[src/rtl/burst_framer.sv]
// Frame delimiter for the short-FIFO read stream: tags sof/eof, truncates frames
// at MAX_LEN and reports frame length, truncation and discarded-word count.
module burst_framer #(
  parameter int unsigned     DW      = 27,
  parameter int unsigned     CW      = 13,
  parameter logic [CW-1:0]   MAX_LEN = CW'(4300)
) (
  input  logic          CLK,
  input  logic          RST,
  input  logic          frst,
  input  logic          en,
  input  logic [DW-1:0] din,
  output logic [DW-1:0] dout,
  output logic          dvld,
  output logic          sof,
  output logic          eof,
  output logic [CW-1:0] len,
  output logic          len_vld,
  output logic          trunc,
  output logic [CW-1:0] drop_cnt
);

  localparam logic [1:0] S_IDLE = 2'd0;
  localparam logic [1:0] S_RUN  = 2'd1;
  localparam logic [1:0] S_DROP = 2'd2;

  localparam logic [CW-1:0] LAST_CNT = MAX_LEN - CW'(1);
  localparam logic [CW-1:0] CNT_SAT  = {CW{1'b1}};

  logic [1:0]    state, state_n;
  logic [CW-1:0] cnt, cnt_n;

  // Lookahead stage: holds one word until we know whether it ends the frame.
  logic          stg_vld, stg_vld_n;
  logic [DW-1:0] stg_data, stg_data_n;
  logic          stg_first, stg_first_n;
  logic          stg_trunc, stg_trunc_n;

  logic [DW-1:0] dout_n;
  logic          dvld_n, sof_n, eof_n, len_vld_n, trunc_n;
  logic [CW-1:0] len_n, drop_cnt_n;

  always_ff @(posedge CLK or posedge RST) begin
    if (RST) begin
      state <= S_IDLE;
    end else begin
      state <= state_n;
    end
  end

  always_comb begin
    state_n     = state;
    cnt_n       = cnt;
    stg_vld_n   = 1'b0;
    stg_data_n  = stg_data;
    stg_first_n = stg_first;
    stg_trunc_n = stg_trunc;
    dout_n      = '0;
    dvld_n      = 1'b0;
    sof_n       = 1'b0;
    eof_n       = 1'b0;
    len_vld_n   = 1'b0;
    trunc_n     = 1'b0;
    len_n       = len;
    drop_cnt_n  = drop_cnt;

    if (frst) begin
      // Abort: pending word dies, en is ignored, len/drop_cnt hold.
      state_n = S_IDLE;
      cnt_n   = '0;
    end else begin
      if (stg_vld) begin
        dvld_n = 1'b1;
        dout_n = stg_data;
        sof_n  = stg_first;
        eof_n  = stg_trunc | ~en;
        if (eof_n) begin
          len_vld_n = 1'b1;
          len_n     = cnt;
          trunc_n   = stg_trunc;
        end
      end

      case (state)
        S_IDLE: begin
          if (en) begin
            stg_vld_n   = 1'b1;
            stg_data_n  = din;
            stg_first_n = 1'b1;
            stg_trunc_n = 1'b0;
            cnt_n       = CW'(1);
            state_n     = S_RUN;
          end
        end
        S_RUN: begin
          if (en) begin
            stg_vld_n   = 1'b1;
            stg_data_n  = din;
            stg_first_n = 1'b0;
            if (cnt == LAST_CNT) begin
              stg_trunc_n = 1'b1;
              cnt_n       = MAX_LEN;
              drop_cnt_n  = '0;
              state_n     = S_DROP;
            end else begin
              stg_trunc_n = 1'b0;
              cnt_n       = cnt + CW'(1);
            end
          end else begin
            state_n = S_IDLE;
          end
        end
        S_DROP: begin
          if (en) begin
            if (drop_cnt != CNT_SAT) begin
              drop_cnt_n = drop_cnt + CW'(1);
            end
          end else begin
            state_n = S_IDLE;
          end
        end
        default: begin
          state_n = S_IDLE;
        end
      endcase
    end
  end

  // Datapath and output registers.
  always_ff @(posedge CLK or posedge RST) begin
    if (RST) begin
      cnt       <= '0;
      stg_vld   <= 1'b0;
      stg_data  <= '0;
      stg_first <= 1'b0;
      stg_trunc <= 1'b0;
      dout      <= '0;
      dvld      <= 1'b0;
      sof       <= 1'b0;
      eof       <= 1'b0;
      len       <= '0;
      len_vld   <= 1'b0;
      trunc     <= 1'b0;
      drop_cnt  <= '0;
    end else begin
      cnt       <= cnt_n;
      stg_vld   <= stg_vld_n;
      stg_data  <= stg_data_n;
      stg_first <= stg_first_n;
      stg_trunc <= stg_trunc_n;
      dout      <= dout_n;
      dvld      <= dvld_n;
      sof       <= sof_n;
      eof       <= eof_n;
      len       <= len_n;
      len_vld   <= len_vld_n;
      trunc     <= trunc_n;
      drop_cnt  <= drop_cnt_n;
    end
  end

endmodule

[config.mk]
export PLATFORM = sky130hd
export DESIGN_NAME = burst_framer
export DESIGN_NICKNAME = d
export VERILOG_FILES = /design/src/rtl/burst_framer.sv
export SDC_FILE = /design/constraint.sdc
export NUM_CORES = 1
export LEC_CHECK = 0
export BUFFER_PORTS_ARGS = -buffer_cell sky130_fd_sc_hd__buf_2
export CELL_PAD_IN_SITES_DETAIL_PLACEMENT = 1
export CELL_PAD_IN_SITES_GLOBAL_PLACEMENT = 2
export CORE_ASPECT_RATIO = 0.75
export CORE_MARGIN = 10
export CORE_UTILIZATION = 30
export CTS_CLUSTER_DIAMETER = 200
export DETAILED_ROUTE_END_ITERATION = 10
export PLACE_DENSITY = 0.79
export SYNTH_ARGS = -nofsm -noshare
export SYNTH_HDL_FRONTEND = slang
export SYNTH_SLANG_ARGS = --single-unit
[constraint.sdc]
create_clock -name CLK -period 4.9 [get_ports CLK]
set_input_delay 0.735 -clock CLK [delete_from_list [all_inputs] [get_ports CLK]]
set_output_delay 0.735 -clock CLK [all_outputs]
set_load 0.01 [all_outputs]
==> metrics.cfg <==
[logic_synthesis]
netlist-cell-type-count=51
syn_area_mm2=0.00416
yosysWarnings=0
yosysSeqAreaShare_pct=61.3
synth_area_leaders=dfrtp_1, mux2_2, and2_1, a31oi_1, nand2_1
syn_inst=337
synth_top_flop_cell=dfrtp_1
synthArstFlopShare_pct=100
synth-seq-cells=102
yosysTopAreaCellShare_pct=61.3
yosys.area.top_type=dfrtp_1
synth_area_per_cell_um2=12.4
synth-edff-count=0
syn_nets=370

[timing]
finalSetupTns_ns=0
fin_crit_sh_pct=47.1
tightestPinTransition_ns=1.01
setup_slack_ns=2.59
max_freq_ghz=0.434
rsz0062_at_grt=no
skew_ns=0.00739
finalCriticalPeriod_ns=2.31
max_slew_margin_pct=32.4
slew_violations=0
finalHoldViolations=0
setup_viol=0

[worst_setup_path]
worst_setup_path_end_kind=flip-flop
cp_data_arrival_time_ns=2.53
critPathLaunchType=input port
critPathKind=in -> reg
ff2ff_path_depth=4
crit_required_ns=5.13
worstPathMaxFanout=31

[global_routing]
grt-ovfl-total=0
grt_use_met1_pct=14.8
use_met2_pct=18.1
track_usage_pct=11.7
grt_pass1_wl_um=17700
grt_pass1_vias=3216
grt_max_degree=63
grt.busiest_layer=met2
met3_usage_pct=4.86
grt_antenna_before_repair=0

[placement]
hpwlAfterDp_um=7500
gp_congestion=0.762
numPortBuffers=88
dp_slack_ns=2.17

[power_and_ir_drop]
power_leakage_uw=0.00242
irDropWorstVdd_uv=161
pwr-share-comb_pct=6.9
swShare_pct=24.6
p_per_area_mw_per_mm2=343
power_frac_seq_pct=52.8
p_int_uw=1300
switchingPower_uw=425
pwr-share-clk_pct=40.3

[floorplan]
rows=37
dieArea_mm2=0.0190
initial_utilization_pct=30.5
die_height_um=122
die_w_um=156
ios=89
core_area_mm2=0.0137

[route]
vias=2919
remaining_drc_errors=0
drt-wirelength-per-cell_um=17.6
first_iter_violations=126
routed_wl_um=10600
ant_nets=0
dr.pass1.iters=4
vias_per_cell=4.85

[cells_and_area]
diodes=0
drive_gt1_share_pct=36.1
fillers=1499
post-route-util_pct=36.9
nets=455
syn2layout_area_growth_pct=21.0

[worst_hold_path]
hold_depth=1
min_path_type=reg -> reg

[clocking]
cts_resized=0
post_cts_buffers=0
cts.path.max_buffers=2
clk_pin_slew_ns=0.07
htree_num_levels=3
cts_buffers=9
cts.sinks=102
hold_buffers=0
root_buffer=clkbuf_16
cts_tree=built
clkLatencyLatePin_ns=0.35

[run]
cap_viol_max_count=0

[outcome]
status=finished clean

-- power by group through the flow --
stage / combinational, uW / clock [uW] / sequential (uW)
after floorplan: 72.1 / 0 / 929
after global placement: 117 / 0 / 928
after detailed placement: 124 / 0 / 931
after CTS: 124 / 721 / 915
after global routing: 135 / 757 / 922
final: 119 / 696 / 914
-- worst max-delay path, cell delays in order --
cell and delay, ns:
buf_2 0.13, nor2b_2 0.79, a21boi_1 0.26, buf_4 0.25
mux2_2 0.36
-- routing by layer --
metal,vias up,wire length [um],part of all wire (%)
li1,1376,-,-
met1,1464,4820,46
met2,71,4890,46
met3,8,766,7.2
met4,0,97,0.92
met5,-,0,0
-- final timing paths --
kind / start / end / slack (ns)
worst min-delay path: stg_data[0] / dout[0] / 0.48
worst max-delay path: frst / len[10] / 2.59
min in group asynchronous: RST / dout[11] / 0.54
max in group asynchronous: RST / dout[16] / 3.33
worst max register to register: stg_vld / len[10] / 2.78
worst min register to register: stg_data[0] / dout[0] / 0.48
-- placed cells by master (no fill, tap or decap), types with 8 or more instances in the layout --
master / instances
dfrtp_1: 102
buf_2: 88
mux2_2: 38
and2_1: 29
nand2_1: 22
a31oi_1: 18
o21ai_0: 13
nor2_1: 10
nand3_1: 9
nand4_1: 9
clkbuf_16: 9
inv_1: 8
-- logic make-up after synthesis --
logic type / Yosys count / share of synthesized area, %
AOI/OAI and AO/OA: 53 / 8.14
xor gates and xnor gates: 2 / 0.421
adders and majority gates: 2 / 0.601
buffers and inverters: 26 / 3.09
DFF: 102 / 61.3
muxes: 41 / 11.1
and+or+nand+nor: 111 / 15.4
-- registers in the layout (all words and copies together), names as in the netlist --
name and cells:
eof 1, stg_vld 1, dvld 1, dout 27, sof 1, state 2, stg_trunc 1, stg_first 1
len 13, cnt 13, drop_cnt 13, trunc 1, stg_data 27
-- Yosys cell counts, types with 2 or more instances --
cell type	n
mux2_2	38
xor2_1	2
a21oi_1	6
nand4_1	9
nor3_1	3
o221ai_1	2
buf_2	7
inv_1	9
nor4_1	6
o21a_1	2
nor2b_1	2
nand2b_1	6
nand3_1	9
dfrtp_1	102
o21ai_0	13
and2_1	29
ha_1	2
a31oi_1	18
buf_6	2
clkbuf_1	4
buf_4	2
nor2_1	10
mux2_1	2
and4bb_2	2
nand3b_1	3
nand2_1	22
-- cell type report --
class	instances	area, um^2	share of cell area (%)
flip-flops and latches	102	2550	50.6
clock buffers	9	225	4.47
multi-input cells	209	1490	29.5
well taps	175	219	4.34
inverters	10	40.0	0.794
repair buffers	90	455	9.04
clock inverters	7	62.6	1.24
-- stage by stage --
stage	hold slack [ns]	power [uW]	std cells	cell area (um^2)
after CTS	0.483	1760	602	5040
after detailed placement	0.466	1060	586	4750
after floorplan	0.446	1000	337	4160
final	0.479	1730	602	5040
after global placement	0.458	1050	586	4750
after global routing	0.494	1810	602	5040
Note: power is estimated with default switching activity, not from simulation.
